$ cat config.mk
export PLATFORM = sky130hd
export DESIGN_NAME = decode_ctrl
export DESIGN_NICKNAME = d
export VERILOG_FILES = /design/src/rtl/decode_ctrl.sv
export SDC_FILE = /design/constraint.sdc
export NUM_CORES = 1
export LEC_CHECK = 0
export ABC_AREA = 1
export BUFFER_PORTS_ARGS = -buffer_cell sky130_fd_sc_hd__buf_2
export CORE_UTILIZATION = 60
export DETAILED_ROUTE_END_ITERATION = 6
export PLACE_DENSITY = 0.85
export SLEW_MARGIN = 40
export SYNTH_ARGS = -nofsm -noshare
export SYNTH_HDL_FRONTEND = slang
export SYNTH_SLANG_ARGS = --single-unit
$ cat constraint.sdc
create_clock -name clk -period 7.8 [get_ports clk]
set_input_delay 1.56 -clock clk [delete_from_list [all_inputs] [get_ports clk]]
set_output_delay 1.56 -clock clk [all_outputs]
set_load 0.005 [all_outputs]
$ cat src/rtl/decode_ctrl.sv
// Multi-cycle fetch/decode/execute/writeback sequencer: 5 cycles per instruction plus memory wait cycles.
// Backpressure: stalls in WAIT_MEM until mem_valid; any fault parks the core in TRAP until rst.
module decode_ctrl #(
  parameter logic [31:0] RESET_PC         = 32'h0000_0000,
  parameter bit          TRAP_ON_MISALIGN = 1'b1
) (
  input  logic        clk,
  input  logic        rst,
  output logic        mem_req,
  output logic [31:0] mem_addr,
  input  logic        mem_valid,
  input  logic [31:0] mem_rdata,
  output logic [4:0]  rs1_addr,
  output logic [4:0]  rs2_addr,
  input  logic [31:0] rs1_data,
  input  logic [31:0] rs2_data,
  output logic [6:0]  alu_opcode,
  output logic [2:0]  alu_func3,
  output logic        alu_func7,
  output logic [31:0] alu_op1,
  output logic [31:0] alu_op2,
  input  logic [31:0] alu_result,
  output logic [4:0]  rd_addr,
  output logic        rd_we,
  output logic [31:0] rd_wdata,
  output logic [31:0] pc,
  output logic        illegal
);

  localparam logic [2:0] FETCH     = 3'd0;
  localparam logic [2:0] WAIT_MEM  = 3'd1;
  localparam logic [2:0] DECODE    = 3'd2;
  localparam logic [2:0] EXECUTE   = 3'd3;
  localparam logic [2:0] WRITEBACK = 3'd4;
  localparam logic [2:0] TRAP      = 3'd5;

  localparam logic [6:0] OP_RTYPE = 7'b0110011;
  localparam logic [6:0] OP_ITYPE = 7'b0010011;
  localparam logic [6:0] OP_BTYPE = 7'b1100011;
  localparam logic [6:0] OP_JALR  = 7'b1100111;
  localparam logic [6:0] OP_JAL   = 7'b1101111;
  localparam logic [6:0] OP_LUI   = 7'b0110111;

  logic [2:0]  state;
  logic [31:0] ir;
  logic [31:0] rs1_q, rs2_q, res_q;

  logic [6:0]  opc;
  logic [2:0]  f3;
  logic [31:0] imm_i, imm_b, imm_j;
  logic        is_r, is_i, is_b, is_jalr, is_jal, is_lui, is_shift;
  logic        decode_ok, br_taken, misalign;
  logic [31:0] next_pc, wb_data;

  assign opc   = ir[6:0];
  assign f3    = ir[14:12];
  assign imm_i = {{20{ir[31]}}, ir[31:20]};
  assign imm_b = {{19{ir[31]}}, ir[31], ir[7], ir[30:25], ir[11:8], 1'b0};
  assign imm_j = {{11{ir[31]}}, ir[31], ir[19:12], ir[20], ir[30:21], 1'b0};

  assign is_r     = (opc == OP_RTYPE);
  assign is_i     = (opc == OP_ITYPE);
  assign is_b     = (opc == OP_BTYPE);
  assign is_jalr  = (opc == OP_JALR);
  assign is_jal   = (opc == OP_JAL);
  assign is_lui   = (opc == OP_LUI);
  assign is_shift = (f3 == 3'b001) || (f3 == 3'b101);

  // func3 010/011 have no branch meaning and are treated as undefined
  assign decode_ok = is_r | is_i | is_jal | is_jalr | is_lui | (is_b & (f3[2:1] != 2'b01));

  always_comb begin
    br_taken = 1'b0;
    case (f3)
      3'b000:  br_taken = (rs1_q == rs2_q);
      3'b001:  br_taken = (rs1_q != rs2_q);
      3'b100:  br_taken = ($signed(rs1_q) <  $signed(rs2_q));
      3'b101:  br_taken = ($signed(rs1_q) >= $signed(rs2_q));
      3'b110:  br_taken = (rs1_q <  rs2_q);
      3'b111:  br_taken = (rs1_q >= rs2_q);
      default: br_taken = 1'b0;
    endcase
  end

  always_comb begin
    next_pc = pc + 32'd4;
    if (is_b && br_taken)
      next_pc = pc + imm_b;
    else if (is_jal)
      next_pc = pc + imm_j;
    else if (is_jalr)
      next_pc = (rs1_q + imm_i) & ~32'd1;
  end

  always_comb begin
    wb_data = res_q;
    if (is_jal || is_jalr)
      wb_data = pc + 32'd4;
    else if (is_lui)
      wb_data = {ir[31:12], 12'd0};
  end

  assign misalign = TRAP_ON_MISALIGN & next_pc[1];

  always_ff @(posedge clk) begin
    if (rst) begin
      state   <= FETCH;
      pc      <= RESET_PC;
      ir      <= '0;
      illegal <= 1'b0;
      rs1_q   <= '0;
      rs2_q   <= '0;
      res_q   <= '0;
    end else begin
      case (state)
        FETCH: state <= WAIT_MEM;
        WAIT_MEM: begin
          if (mem_valid) begin
            ir    <= mem_rdata;
            state <= DECODE;
          end
        end
        DECODE: begin
          rs1_q <= rs1_data;
          rs2_q <= rs2_data;
          if (decode_ok) begin
            state <= EXECUTE;
          end else begin
            state   <= TRAP;
            illegal <= 1'b1;
          end
        end
        EXECUTE: begin
          res_q <= alu_result;
          state <= WRITEBACK;
        end
        WRITEBACK: begin
          // a misaligned target leaves pc on the faulting instruction
          if (misalign) begin
            state   <= TRAP;
            illegal <= 1'b1;
          end else begin
            pc    <= next_pc;
            state <= FETCH;
          end
        end
        TRAP: illegal <= 1'b1;
        default: begin
          state   <= TRAP;
          illegal <= 1'b1;
        end
      endcase
    end
  end

  assign mem_req  = (state == FETCH) & ~rst;
  assign mem_addr = pc;
  assign rs1_addr = ir[19:15];
  assign rs2_addr = ir[24:20];
  assign rd_addr  = ir[11:7];
  assign rd_wdata = wb_data;
  assign rd_we    = (state == WRITEBACK) & ~rst & ~is_b & (ir[11:7] != 5'd0) & ~misalign;

  always_comb begin
    alu_opcode = '0;
    alu_func3  = '0;
    alu_func7  = 1'b0;
    alu_op1    = '0;
    alu_op2    = '0;
    if (state == EXECUTE) begin
      alu_opcode = opc;
      alu_func3  = f3;
      alu_func7  = (is_r || (is_i && is_shift)) ? ir[30] : 1'b0;
      if (is_r || is_i)
        alu_op1 = rs1_q;
      if (is_r)
        alu_op2 = rs2_q;
      else if (is_i)
        alu_op2 = is_shift ? {27'd0, ir[24:20]} : imm_i;
    end
  end

endmodule

==> flow_summary_export.csv <==
group,metric,value,unit
sta,slew_viol_final,0,
synth,syn_area_per_cell,6.18,um^2
final_layout,area_growth_syn_to_layout,13.7,%
power,p_leak,8.00,nW
cts,postCtsHoldBufs,0,
critical_path,required,6.24,ns
final_layout,nets,2756,
critical_path,cp_max_fo,51,
final_layout,fillers,2078,
critical_path,crit_arrival,4.19,ns
sta,fin_skew,0.0163,ns
min_path,hp-class,"reg -> reg",
route,num_vias,17646,
power,ir_worst_vdd,0.168,mV
sta,finalHoldViolCount,0,
route,firstDrtPassIters,7,
critical_path,timing.rr.start,"ir[31]",
final_layout,drive_gt1_share,15.4,%
min_path,worstHoldStart,"rs2_q[0]",
critical_path,start_kind,"register",
route,vias_per_cell,6.19,
die,die_y,156,um
synth,syn-cell-area,14300,um^2
cts,cts_sinks,162,
die,start_util,60.9,%
critical_path,cp-end-kind,"output pin",
global_routing,top_usage_layer,"met2",
route,drt_iter0_markers,2862,
global_routing,grt_pass1_vias,15833,
critical_path,crit_buf_inv,3,
route,ant_nets,0,
critical_path,path_class,"reg -> out",
cts,cts_buffers,17,
critical_path,slowest_stage,"clkinv_1",
die,core_area,23400,um^2
sta,tightestPinTransition,0.846,ns
sta,min_period,5.75,ns
sta,fin_crit_sh,73.8,%
outcome,outcome,"complete, but fails checks",
synth,synth.yosys.seq_area_share,22.7,%
route,wl_per_cell,21.0,um
synth,synth-edff-count,0,
global_routing,grt_pass1_wl,89300,um
final_layout,regArea,3240,um^2
critical_path,crit_family,"simple AND/OR/NAND/NOR gates",
die,io_pins,320,
die,die_area,24400,um^2
sta,fin_hold_ws,0.490,ns
run,maxCapViolCount,0,
global_routing,antenna_found_initial,2,
power,p_per_area,172,nW/um^2
outcome,failed_checks,"DRC",
synth,synthCells,2309,
place,place_hpwl,45900,um
synth,synthArstFlopShare,0,%
global_routing,use_met2,74.9,%
cts,cts_resized,0,
synth,ys_warn_count,0,
critical_path,crit_path_cell_trace,"inv_1, nor3_2, nand2_1, clkinv_1, a22oi_1, nand3_4, nor4_2, buf_2",
die,die_w,156,um
cts,cts_tree,"yes",
route,routed_wl,59900,um
synth,synth-seq-cells,162,
cts,post-cts-setup-buffer-count,0,
cts,htreeDepth,4,
cts,clk_latency,0.44,ns
cts,clkSlewWorstSetupHoldPaths,0.07,ns
sta,finalSetupViolCount,0,
die,num_rows,56,
place,place_congestion,1.09,
cts,root_buffer,"clkbuf_16",
synth,yosysUniqueCellTypes,51,
global_routing,overflow,0,
sta,rsz0062_at_grt,"no",
global_routing,grt_use_met1,61.0,%
global_routing,grtUsageMet3,11.7,%
synth,synth_ff_type,"dfxtp_1",
global_routing,grt_start_max_net_pins,127,
critical_path,cp-startpoint,"ir[5]",
cts,clock_path_buffers,2,
sta,maxSlewHeadroom,43.5,%
route,drc_errors,2,
critical_path,slowest_delay,0.74,ns
global_routing,grt_use_total,48.4,%
place,portBuffers,315,
sta,max_freq,0.174,GHz
sta,tns,0,ns
final_layout,multi_input_area,9360,um^2
==> layout by cell type, fill, tap and decap left out, types with 6 or more instances in the layout <==
cell	count
nand2_1	435
nor2_1	332
buf_2	315
a21oi_1	259
o21ai_0	251
inv_1	246
dfxtp_1	161
nand3_1	110
ha_1	104
xor2_1	56
nor3_1	30
nand4_1	26
xnor2_1	23
clkbuf_16	17
o22ai_1	10
buf_4	10
o21a_1	9
nand3b_1	8
o21bai_1	8
o221ai_1	8
a211oi_1	7
o21ai_1	7
o211ai_1	7
nor3_2	6
a21o_1	6
a21boi_0	6
==> area by class of cell <==
type / instances / share of cell area (%)
multi-input cells: 1760 / 57.7
flip-flops and latches: 162 / 20.0
repair buffers: 326 / 10.3
inverters: 251 / 5.83
clock buffers: 18 / 2.65
well taps: 319 / 2.46
clock inverters: 14 / 1.06
diodes: 1 / 0.0154
==> worst min-delay path, stage by stage (launching register included) <==
cell and delay, ns:
dfxtp_1 0.33, inv_1 0.06, a21oi_1 0.05
==> synthesized netlist by cell type (3+ instances only) <==
| cell type | instances | area (um^2) |
|---|---|---|
| buf_4 | 54 | 405 |
| o21ai_1 | 7 | 35.0 |
| o22ai_1 | 10 | 62.6 |
| ha_1 | 104 | 1300 |
| nor3_2 | 5 | 50.1 |
| dfxtp_1 | 162 | 3240 |
| o21ai_0 | 251 | 1260 |
| nand2_1 | 435 | 1630 |
| xnor2_1 | 23 | 201 |
| nand3b_1 | 8 | 60.1 |
| nor2_2 | 3 | 18.8 |
| o21a_1 | 9 | 67.6 |
| buf_6 | 4 | 45.0 |
| nand3_1 | 111 | 556 |
| nor3_1 | 31 | 155 |
| clkinv_1 | 4 | 15.0 |
| o211ai_1 | 7 | 52.6 |
| a21o_1 | 6 | 45.0 |
| xor2_1 | 56 | 490 |
| buf_1 | 6 | 22.5 |
| a211oi_1 | 7 | 52.6 |
| fa_1 | 3 | 60.1 |
| a21boi_0 | 6 | 45.0 |
| nor2_1 | 335 | 1260 |
| or2_2 | 5 | 31.3 |
| nand4_1 | 26 | 163 |
| buf_2 | 9 | 45.0 |
| inv_1 | 247 | 927 |
| o221ai_1 | 8 | 70.1 |
| a31oi_1 | 5 | 31.3 |
| o21bai_1 | 8 | 60.1 |
| nand2_2 | 4 | 25.0 |
| a21oi_1 | 259 | 1300 |
| nor4_1 | 6 | 37.5 |
| clkbuf_1 | 66 | 248 |
==> through the flow <==
step                total power [mW]  setup slack, ns  instances  util [%]  area [um^2]
floorplan                       1.59             4.11       2312         -        14300
global placement                1.83             2.54       2818      66.6        15600
detailed placement              1.86             2.68       2818      66.7        15600
CTS                             2.74             2.17       2850      69.2        16200
global route                    2.90             1.84       2850      69.3        16200
finish                          2.80             2.05       2851      69.3        16200
==> flip-flops by register name (all words and copies together) (netlist names) <==
| signal | cells |
|---|---|
| rs1_q | 32 |
| state | 3 |
| illegal | 1 |
| ir | 32 |
| mem_addr | 30 |
| res_q | 32 |
| rs2_q | 32 |
==> cell families after synthesis <==
family	count (synthesis)	share of synthesized area [%]
AND/OR/NAND/NOR	980	28.9
AO/OA/AOI/OAI	590	22.0
buffers and inverters	390	12.0
flip-flops	162	22.7
adder cells (fa/ha/maj)	107	9.55
XOR/XNOR	79	4.85
other	1	0.0263
==> where the power goes <==
part | internal, mW | switching [mW] | total, mW
sequential | 0.907 | 0.131 | 1.04
clock | 0.484 | 0.403 | 0.886
combinational | 0.298 | 0.572 | 0.871
==> final timing paths <==
check,cells after the start,to,slack (ns)
worst max-delay path,8,rd_we,2.05
worst min-delay path,2,rs2_q[0],0.49
worst max register to register,15,mem_addr[30],3.75
worst min register to register,2,rs2_q[0],0.49
==> per-layer routing <==
layer  wire length (um)  part of all wire (%)
met2              25700                    43
met4               4250                   7.1
met3               8100                    14
met1              21800                    36
met5                 13                 0.022
Power figures use the tool's default switching activity.
